## config.mk

```make
export PLATFORM = sky130hd
export DESIGN_NAME = bist_misr_analyzer
export DESIGN_NICKNAME = d
export VERILOG_FILES = /design/src/rtl/bist_misr_analyzer.sv
export SDC_FILE = /design/constraint.sdc
export NUM_CORES = 1
export LEC_CHECK = 0
export BUFFER_PORTS_ARGS = -buffer_cell sky130_fd_sc_hd__buf_2
export CAP_MARGIN = 40
export CORE_MARGIN = 2
export CORE_UTILIZATION = 49
export CTS_BUF_LIST = sky130_fd_sc_hd__clkbuf_16
export CTS_CLUSTER_SIZE = 12
export DETAILED_ROUTE_END_ITERATION = 10
export PLACE_DENSITY = 0.73
export SLEW_MARGIN = 20
export SYNTH_ARGS = -nofsm -noshare
export SYNTH_HDL_FRONTEND = slang
export SYNTH_SLANG_ARGS = --single-unit
```

## constraint.sdc

```tcl
create_clock -name CLK -period 1.45 [get_ports CLK]
set_input_delay 0.2175 -clock CLK [delete_from_list [all_inputs] [get_ports CLK]]
set_output_delay 0.2175 -clock CLK [all_outputs]
set_load 0.02 [all_outputs]
```

## src/rtl/bist_misr_analyzer.sv

```systemverilog
// BIST output-response analyser: compacts CUT responses into a Galois MISR over
// N_CYCLES valid cycles, then compares against GOLDEN. Optional BIST_ERR_COUNT_EN adds err_cnt.
module bist_misr_analyzer #(
    parameter int               WIDTH    = 8,
    parameter int               DIN_W    = 2,
    parameter logic [WIDTH-1:0] POLY     = 8'h1D,
    parameter logic [WIDTH-1:0] SEED     = 8'h00,
    parameter int               N_CYCLES = 1000,
    parameter int               CNT_W    = 10,
    parameter logic [WIDTH-1:0] GOLDEN   = 8'h00
) (
    input  logic             CLK,
    input  logic             RST,
    input  logic             start,
    input  logic             din_valid,
    input  logic [DIN_W-1:0] din,
    output logic [WIDTH-1:0] signature,
    output logic             busy,
    output logic             done,
    output logic             pass_fail
`ifdef BIST_ERR_COUNT_EN
    ,
    output logic [CNT_W-1:0] err_cnt
`endif
);

    typedef enum logic [1:0] {S_IDLE, S_RUN, S_DONE} state_t;

    localparam logic [CNT_W-1:0] LAST_CNT = CNT_W'(N_CYCLES - 1);

    state_t           state_q, state_d;
    logic [WIDTH-1:0] misr_q, misr_d;
    logic [CNT_W-1:0] cnt_q, cnt_d;
    logic             busy_q, busy_d;
    logic             done_q, done_d;
    logic             pf_q, pf_d;
    logic [WIDTH-1:0] din_ext;
    logic [WIDTH-1:0] misr_step;
`ifdef BIST_ERR_COUNT_EN
    logic [CNT_W-1:0] err_q, err_d;
`endif

    assign din_ext   = WIDTH'(din);
    // Galois step: shift left, fold POLY back in when the MSB falls out, then absorb din.
    assign misr_step = {misr_q[WIDTH-2:0], 1'b0} ^ (misr_q[WIDTH-1] ? POLY : '0) ^ din_ext;

    always_comb begin
        state_d = state_q;
        misr_d  = misr_q;
        cnt_d   = cnt_q;
        busy_d  = busy_q;
        done_d  = done_q;
        pf_d    = pf_q;
`ifdef BIST_ERR_COUNT_EN
        err_d   = err_q;
`endif
        case (state_q)
            S_IDLE, S_DONE: begin
                if (start) begin
                    state_d = S_RUN;
                    misr_d  = SEED;
                    cnt_d   = '0;
                    busy_d  = 1'b1;
                    done_d  = 1'b0;
                    pf_d    = 1'b0;
`ifdef BIST_ERR_COUNT_EN
                    err_d   = '0;
`endif
                end
            end
            S_RUN: begin
                if (din_valid) begin
                    misr_d = misr_step;
                    cnt_d  = cnt_q + CNT_W'(1);
`ifdef BIST_ERR_COUNT_EN
                    if (din_ext[1] && (err_q != '1)) begin
                        err_d = err_q + CNT_W'(1);
                    end
`endif
                    if (cnt_q == LAST_CNT) begin
                        state_d = S_DONE;
                        busy_d  = 1'b0;
                        done_d  = 1'b1;
                        pf_d    = (misr_step == GOLDEN);
                    end
                end
            end
            default: state_d = S_IDLE;
        endcase
    end

    always_ff @(posedge CLK or negedge RST) begin
        if (!RST) begin
            state_q <= S_IDLE;
            misr_q  <= '0;
            cnt_q   <= '0;
            busy_q  <= 1'b0;
            done_q  <= 1'b0;
            pf_q    <= 1'b0;
`ifdef BIST_ERR_COUNT_EN
            err_q   <= '0;
`endif
        end else begin
            state_q <= state_d;
            misr_q  <= misr_d;
            cnt_q   <= cnt_d;
            busy_q  <= busy_d;
            done_q  <= done_d;
            pf_q    <= pf_d;
`ifdef BIST_ERR_COUNT_EN
            err_q   <= err_d;
`endif
        end
    end

    assign signature = misr_q;
    assign busy      = busy_q;
    assign done      = done_q;
    assign pass_fail = pf_q;
`ifdef BIST_ERR_COUNT_EN
    assign err_cnt   = err_q;
`endif

endmodule

```

==> flow_summary.json, run 1 <==
{
  "yosysTopAreaCell": "dfrtp_1",
  "final_nets": 141,
  "ant_nets": 0,
  "syn_area_um2": 1120,
  "clk_latency_ns": 0.26,
  "finalCoreUtilization": 0.653,
  "dieArea_um2": 2690,
  "fmax_ghz": 0.727,
  "core-area_um2": 2190,
  "critPathMaxFanout": 4,
  "yosys_warnings": 0,
  "rsz0062_at_grt": "true",
  "wl_per_cell_um": 15.3,
  "r2r-end": "cnt_q[9]",
  "fin_crit_sh": 0.948,
  "worst_pin_slew_ns": 0.506,
  "vdd_drop_max_mv": 1.31,
  "drc": 0,
  "ys_seq_elements": 23,
  "finClkSkew_ns": 0.00265,
  "reg2regPathDepth": 5,
  "synth_seq_area_share": 0.513,
  "io_pins": 17,
  "r2r_start": "cnt_q[0]",
  "synthArstFlopShare": 1.00,
  "dieHeight_um": 51.9,
  "dp_hpwl_mm": 1.67,
  "p_leak_nw": 0.663,
  "critPathKind": "reg2reg",
  "grtUsageTotal": 0.227,
  "crit_required_ns": 1.60,
  "cts_root_buffer": "clkbuf_16",
  "cp-end-kind": "register",
  "gp_congestion": 0.783,
  "fin_area_um2": 1430,
  "syn_nets": 117,
  "grt_pass1_wl_mm": 4.28,
  "ys_types": 33,
  "status": "complete, no violations",
  "yosys-top-cells-area": "dfrtp_1 (51%), xnor2_1 (7.0%), nand3_1 (5.4%)",
  "cts_inserted_buffers": 3,
  "drtPass1Iterations": 4,
  "rows": 17,
  "drive_above_1_share": 0.308,
  "initial_core_util": 0.512,
  "whs_path_depth": 3,
  "area_delta_synth_final_pct": 27.4,
  "fp.dieW_um": 51.9,
  "arrival_ns": 1.53,
  "antenna_found_initial": 0,
  "grt_pass1_vias": 922,
  "critPathLaunchType": "register",
  "min_from": "din[0]",
  "hold_viol": 0,
  "synth_top_cell_area_share": 0.513,
  "wl_mm": 2.46,
  "hold_end": "signature[0]",
  "setup_viol": 0,
  "clk_pin_slew_ns": 0.06,
  "synthCells": 110,
  "r2r_slack_ns": 0.07,
  "diodes": 0,
  "min_period_ns": 1.38,
  "maxCapViolations": 0,
  "num_vias": 906,
  "cts.path.max_buffers": 2,
  "placed_area_um2": 1260,
  "drtIter0Drc": 14,
  "relSlewSlack": 0.663,
  "hp-class": "in2reg",
  "synth_area_per_cell_um2": 10.2,
  "fin_setup_tns_ns": 0,
  "grt_max_degree": 24,
  "drv_slew": 0,
  "htree_levels": 1,
  "port_buffers": 16,
  "synth_edf_count": 0,
  "powerDensity_nw_per_um2": 1600,
  "clock-sinks": 23,
  "synthFlopType": "dfrtp_1",
  "cts_tree": "yes",
  "overflow": 0,
  "viasPerCell": 5.63
}
[worst max path at each step]
stage | end | startpoint | cells after the start
floorplan | pass_fail | signature[7] | 4
global placement | pass_fail | cnt_q[0] | 5
detailed placement | pass_fail | cnt_q[0] | 5
CTS | pass_fail | cnt_q[0] | 5
global route | cnt_q[9] | cnt_q[0] | 5
finish | cnt_q[9] | cnt_q[0] | 5
[power breakdown]
| part | internal, W | leakage [nW] | switching, W | total [W] |
|---|---|---|---|---|
| clock | 0.000372 | 0.0409 | 0.000239 | 0.000611 |
| sequential | 0.000798 | 0.289 | 0.000175 | 0.000974 |
| combinational | 0.000311 | 0.333 | 0.000386 | 0.000697 |
[kinds of logic (layout without fill, tap and decap cells)]
kind of cell	after synthesis	in the layout	synth area share
xor+xnor	11	11	0.0858
simple gates	52	52	0.268
flops	23	23	0.513
compound gates	16	16	0.0847
buf+inv	7	30	0.0379
fa+ha+maj	1	1	0.0111
[critical path, cell delays in order, from the launching register on]
cell and delay [ns]:
dfrtp_1 0.40, buf_4 0.14, nand3_2 0.12, nor4_4 0.29, a31oi_1 0.12, o21a_1 0.19
[stage by stage]
stage          cells  worst slack (ns)  hold slack (ns)  total power (W)
3_3_place_gp     156            0.0449            0.218          0.00157
4_1_cts          161           0.00957            0.276          0.00222
6_report         161            0.0748            0.277          0.00228
5_1_grt          161           0.00346            0.335          0.00241
2_1_floorplan    110            0.0131          -0.0781          0.00135
3_5_place_dp     156            0.0256            0.215          0.00160
[cells in the final DEF, fill, tap and decap left out, types with 2 or more instances in the layout]
master | synthesis | final
a21oi_1 | 3 | 3
nor3_1 | 4 | 3
nor2_1 | 6 | 6
xor2_1 | 2 | 2
nand2_1 | 13 | 13
dfrtp_2 | 0 | 2
nand3_1 | 12 | 10
clkbuf_16 | 0 | 3
a21o_1 | 2 | 2
buf_2 | 1 | 16
xnor2_1 | 9 | 9
o21ai_0 | 7 | 7
buf_4 | 0 | 8
nor4_4 | 1 | 2
or2_2 | 2 | 2
dfrtp_1 | 23 | 21
nand4_1 | 2 | 2
[cell type report]
cell class                      count  area (µm²)
Clock buffer                        3        75.1
Clock inverter                      1        5.00
Multi-Input combinational cell     80         583
Sequential cell                    23         578
Tap cell                           28        35.0
Timing Repair Buffer               25         150
Fill cell                         179         761
Inverter                            1        3.75
[metal layers]
layer / global-route usage / wire length, µm
met1: 0.293 / 1070
met2: 0.359 / 1280
met3: 0.0402 / 57
met4: 0.127 / 53
met5: 0 / 0
[cells in the mapped netlist, drive strengths merged, types with 2 or more instances]
| cell | number |
|---|---|
| dfrtp | 23 |
| xnor2 | 9 |
| o21ai | 7 |
| or2 | 2 |
| nand4 | 2 |
| a21o | 2 |
| nand2 | 13 |
| clkbuf | 3 |
| a21oi | 3 |
| xor2 | 2 |
| nor3 | 4 |
| buf | 3 |
| nor4 | 3 |
| nand3 | 12 |
| nor2 | 6 |
[registers in the layout, indices dropped and copies added, names as in the netlist]
name,cells
busy,1
cnt_q,10
done,1
pass_fail,1
signature,8
state_q,2
[timing repair]
item | in CTS | in global routing
hold endpoints to repair | 23 | 0
buffers inserted | 0 | 0
endpoints found under the setup margin | 4 | 7
gates resized for setup | 2 | 11
pin swaps | 0 | 2
hold buffers | 1 | 0
(Power assumes the default switching activity.)
==> run 2, diff against run 1 <==
--- a/config.mk
+++ b/config.mk
@@ -13,6 +13,7 @@
 export CTS_CLUSTER_SIZE = 12
 export DETAILED_ROUTE_END_ITERATION = 10
 export PLACE_DENSITY = 0.73
+export RECOVER_POWER = 100
 export SLEW_MARGIN = 20
 export SYNTH_ARGS = -nofsm -noshare
 export SYNTH_HDL_FRONTEND = slang
==> run 2 against run 1 <==
Sequential power about the same; routed wire length fell by 0.45%; largest cell class unchanged; global-route usage is the same; non-clock buffer count unchanged; combinational power decreased by 3.3%; die area stayed put; clock power about the same; final area down 0.96%; sequential share of layout area is 0.39 points higher; clock-buffer cell count unchanged; register-to-register slack barely moved; power decreased by 1.0%.
==> flow_summary.json, run 2 (synthesis gave the netlist of run 1 again) <==
{
  "drtPass1Iterations": 4,
  "r2r_start": "cnt_q[0]",
  "hold_viol": 0,
  "r2r-end": "cnt_q[9]",
  "crit_required_ns": 1.60,
  "critPathMaxStageDelay_ns": 0.40,
  "crit_family": "simple AND/OR/NAND/NOR gates",
  "cp-end-kind": "register",
  "cts.path.max_buffers": 2,
  "crit_cells": 5,
  "cp_cell_sequence": "buf_4, nand3_2, nor4_4, a31oi_1, o21a_1",
  "fin_crit_sh": 0.952,
  "status": "complete, no violations",
  "cts_inserted_buffers": 3,
  "worst_pin_slew_ns": 0.560,
  "dieArea_um2": 2690,
  "crit_end": "cnt_q[9]",
  "grt_pass1_wl_mm": 4.28,
  "cts_root_buffer": "clkbuf_16",
  "dieHeight_um": 51.9,
  "drtIter0Drc": 14,
  "finalPower_w": 0.00226,
  "rows": 17,
  "largest_reg_flops": 10,
  "initial_core_util": 0.512,
  "min_period_ns": 1.38,
  "reg2regPathDepth": 5,
  "fillers": 181,
  "setup_viol": 0,
  "wl_per_cell_um": 15.2,
  "powerDensity_nw_per_um2": 1590,
  "post-cts-setup-buffers": 0,
  "wl_mm": 2.45,
  "clk_latency_ns": 0.26,
  "grt_max_degree": 24,
  "hold-worst-slack_ns": 0.276,
  "finClkSkew_ns": 0.00246,
  "area_delta_synth_final_pct": 26.2,
  "top_register": "cnt_q",
  "num_vias": 902,
  "final_common_cell": "dfrtp_1",
  "htree_levels": 1,
  "crit_start": "cnt_q[0]",
  "fin_setup_tns_ns": 0,
  "gp_congestion": 0.783,
  "port_buffers": 16,
  "drv_slew": 0,
  "antenna_found_initial": 0,
  "overflow": 0,
  "clk_pin_slew_ns": 0.06,
  "diodes": 0,
  "grtUsageTotal": 0.227,
  "rsz0062_at_grt": "true",
  "drive_above_1_share": 0.226,
  "vdd_drop_max_mv": 1.21,
  "core-area_um2": 2190,
  "r2r_slack_ns": 0.07,
  "dp_hpwl_mm": 1.67,
  "fmax_ghz": 0.725,
  "critPathKind": "reg2reg",
  "grt_pass1_vias": 922,
  "hp-class": "in2reg",
  "cts_tree": "yes",
  "critPathLaunchType": "register",
  "layout_common_cells": "dfrtp_1 (21), nand2_1 (13), clkbuf_1 (11)",
  "viasPerCell": 5.60,
  "relSlewSlack": 0.626,
  "path_buf_inv": 1,
  "drc": 0,
  "maxCapViolations": 0,
  "arrival_ns": 1.53,
  "p_leak_nw": 0.625,
  "io_pins": 17,
  "ant_nets": 0,
  "crit_slowest_cell": "dfrtp_1",
  "fp.dieW_um": 51.9,
  "final_nets": 141,
  "critPathMaxFanout": 4,
  "clock-sinks": 23
}
-- run 2: cell count changes in the layout (fill, tap and decap cells not counted), sizes merged --
cell    before  now
buf         24   12
clkbuf       3   15
-- run 2: how the worst min path moves through the flow --
stage	from	end	slack, ns	cells past startpoint
after floorplan	RST	busy	-0.08	0
after global placement	RST	cnt_q[4]	0.22	1
after detailed placement	RST	cnt_q[4]	0.21	1
after CTS	din[0]	signature[0]	0.28	3
after global routing	din[1]	signature[1]	0.34	3
final	din[0]	signature[0]	0.28	3
-- run 2: power by group --
part           switching (W)  total (W)  internal, W
Clock               0.000239   0.000611     0.000372
Combinational       0.000386   0.000674     0.000288
Sequential          0.000175   0.000974     0.000798
Total               0.000801    0.00226      0.00146
-- run 2: metrics by stage --
step	instance area [µm²]	std cells	util	setup WS, ns
floorplan	1120	110	-	0.0131
finish	1420	161	0.646	0.0699
global route	1420	161	0.646	0.00346
detailed placement	1260	156	0.575	0.0256
global placement	1260	156	0.575	0.0449
CTS	1360	161	0.621	0.00957
-- run 2: timing repair --
item                                    CTS  global route
endpoints found under the hold margin    23             0
resized for setup                         2            11
hold buffers                              1             0
pin swaps                                 0             2
endpoints found under the setup margin    4             7
-- run 2: area by class of cell --
| type | count | area, µm² | share of cell area |
|---|---|---|---|
| flip-flops and latches | 23 | 578 | 0.408 |
| clock buffers | 3 | 75.1 | 0.0530 |
| repair buffers | 25 | 136 | 0.0963 |
| inverters | 1 | 3.75 | 0.00265 |
| multi-input cells | 80 | 583 | 0.412 |
| clock inverters | 1 | 5.00 | 0.00353 |
| well taps | 28 | 35.0 | 0.0247 |
-- run 2: per-layer routing --
layer	global-route usage	wire [µm]
met1	0.293	1070
met2	0.359	1270
met5	0	0
met4	0.127	53
met3	0.0402	59
-- run 2: worst reg2reg max path: stages (launching register included) --
cell     delay (ns)
dfrtp_1        0.40
buf_4          0.15
nand3_2        0.13
nor4_4         0.29
a31oi_1        0.12
o21a_1         0.19
==> run 3, diff against run 2 <==
--- a/config.mk
+++ b/config.mk
@@ -7,12 +7,12 @@
 export LEC_CHECK = 0
 export BUFFER_PORTS_ARGS = -buffer_cell sky130_fd_sc_hd__buf_2
 export CAP_MARGIN = 40
-export CORE_MARGIN = 2
+export CORE_MARGIN = 1
 export CORE_UTILIZATION = 49
 export CTS_BUF_LIST = sky130_fd_sc_hd__clkbuf_16
 export CTS_CLUSTER_SIZE = 12
 export DETAILED_ROUTE_END_ITERATION = 10
-export PLACE_DENSITY = 0.73
+export PLACE_DENSITY_LB_ADDON = 0.05
 export RECOVER_POWER = 100
 export SLEW_MARGIN = 20
 export SYNTH_ARGS = -nofsm -noshare
==> run 3 against run 2 <==
Sequential share of layout area rose by 1.0 points; die area fell by 7.6%; critical path depth fell by 1; routed wire length fell by 3.7%; register-to-register slack barely moved; power fell by 1.9%; final area fell by 2.4%; clock-buffer cell count did not move; first-iteration DRC count rose by 57%; largest power group unchanged; critical endpoint unchanged.
==> flow_summary.json, run 3 (synthesis gave the netlist of run 1 again) <==
{
  "final_nets": 143,
  "drtPass1Iterations": 4,
  "dieArea_um2": 2490,
  "drc": 0,
  "dp_hpwl_mm": 1.61,
  "wl_per_cell_um": 14.5,
  "r2r_start": "cnt_q[4]",
  "io_pins": 17,
  "clk_pin_slew_ns": 0.06,
  "finalPower_w": 0.00221,
  "drtIter0Drc": 22,
  "fin_crit_sh": 0.956,
  "reg2regPathDepth": 4,
  "critPathLaunchType": "register",
  "clkPwrFrac": 0.268,
  "clk_latency_ns": 0.25,
  "area_delta_synth_final_pct": 23.2,
  "internal_power_w": 0.00145,
  "finalCoreUtilization": 0.671,
  "cp_cell_sequence": "nand2_1, nor4_4, a31oi_1, o21a_1",
  "grt_max_degree": 24,
  "min_from": "din[0]",
  "hp-class": "in2reg",
  "rows": 16,
  "post-place-ws_ns": -0.0511,
  "post-cts-setup-buffers": 0,
  "powerDensity_nw_per_um2": 1600,
  "diodes": 0,
  "r2r_slack_ns": 0.06,
  "path_buf_inv": 0,
  "fp.dieW_um": 49.9,
  "dieHeight_um": 49.9,
  "port_buffers": 16,
  "drv_slew": 0,
  "hold_end": "signature[0]",
  "top_register": "cnt_q",
  "share_comb_of_total_power": 0.306,
  "largest_reg_flops": 10,
  "critPathKind": "reg2reg",
  "ant_nets": 0,
  "viasPerCell": 5.52,
  "antenna_found_initial": 0,
  "r2r-end": "cnt_q[9]",
  "cts_inserted_buffers": 3,
  "arrival_ns": 1.53,
  "cts_root_buffer": "clkbuf_16",
  "fmax_ghz": 0.722,
  "vdd_drop_max_mv": 1.53,
  "whs_path_depth": 3,
  "drive_above_1_share": 0.230,
  "layout_common_cells": "dfrtp_1 (21), nand2_1 (13), nand3_1 (11)",
  "setup_viol": 0,
  "worst_pin_slew_ns": 0.567,
  "min_period_ns": 1.39,
  "crit_slowest_cell": "dfrtp_1",
  "critPathMaxStageDelay_ns": 0.40,
  "hold_viol": 0,
  "status": "complete, no violations",
  "pwr-share-seq": 0.427,
  "crit_family": "simple AND/OR/NAND/NOR gates",
  "rsz0062_at_grt": "true",
  "grt_pass1_vias": 787,
  "finClkSkew_ns": 0.00145,
  "cts.path.max_buffers": 2,
  "htree_levels": 1,
  "cp-end-kind": "register",
  "initial_core_util": 0.544,
  "grtUsageTotal": 0.204,
  "grt_pass1_wl_mm": 3.69,
  "final_common_cell": "dfrtp_1",
  "cts_tree": "yes",
  "maxCapViolations": 0,
  "fin_setup_tns_ns": 0,
  "wl_mm": 2.36,
  "power_switching_w": 0.000764,
  "critPathMaxFanout": 4,
  "relSlewSlack": 0.622,
  "overflow": 0,
  "core-area_um2": 2060,
  "p_leak_nw": 0.612,
  "num_vias": 895,
  "switching_share": 0.345,
  "clock-sinks": 23,
  "gp_congestion": 0.784,
  "setup_slack_ns": 0.0642,
  "crit_required_ns": 1.59
}
[run 3: layout make-up]
cell class / count / area, µm²
Multi-Input combinational cell: 80 / 531
Fill cell: 173 / 679
Sequential cell: 23 / 578
Timing Repair Buffer: 27 / 156
Clock buffer: 3 / 75.1
Clock inverter: 1 / 5.00
Inverter: 1 / 3.75
Tap cell: 27 / 33.8
[run 3: worst max path at each step]
stage / from / endpoint / depth (start not counted)
floorplan: signature[7] / pass_fail / 4
global placement: cnt_q[0] / pass_fail / 5
detailed placement: cnt_q[0] / state_q[0] / 5
CTS: cnt_q[0] / state_q[0] / 5
global route: cnt_q[3] / pass_fail / 4
finish: cnt_q[4] / cnt_q[9] / 4
[run 3: per-layer routing]
| metal | global-route usage | vias up | share of wire |
|---|---|---|---|
| met1 | 0.288 | 424 | 0.48 |
| li1 | - | 437 | - |
| met5 | 0 | - | 0 |
| met2 | 0.304 | 30 | 0.46 |
| met3 | 0.0340 | 4 | 0.048 |
| met4 | 0.0952 | 0 | 0.0098 |
[run 3: repair_timing]
item / CTS / global route
pin swaps: 0 / 2
hold buffers: 1 / 0
endpoints found under the setup margin: 4 / 8
hold endpoints to repair: 23 / 0
gates resized for setup: 1 / 6
[run 3: power groups by stage]
| stage | clock [W] | combinational [W] | sequential, W |
|---|---|---|---|
| finish | 0.000593 | 0.000677 | 0.000945 |
| global placement | 0 | 0.000659 | 0.000935 |
| CTS | 0.000605 | 0.000691 | 0.000935 |
| global route | 0.000628 | 0.000746 | 0.000964 |
| floorplan | 0 | 0.000311 | 0.00104 |
| detailed placement | 0 | 0.000680 | 0.000941 |
[run 3: worst register-to-register path: stages (launching register included)]
cell and delay, ns:
dfrtp_1 0.40, nand2_1 0.18, nor4_4 0.38, a31oi_1 0.13
o21a_1 0.19
[run 3: through the flow]
stage / instances / hold slack [ns] / area [µm²]
after floorplan: 110 / -0.0781 / 1120
after global placement: 157 / 0.212 / 1270
after detailed placement: 157 / 0.222 / 1270
after CTS: 162 / 0.289 / 1370
after global routing: 162 / 0.296 / 1380
final: 162 / 0.291 / 1380
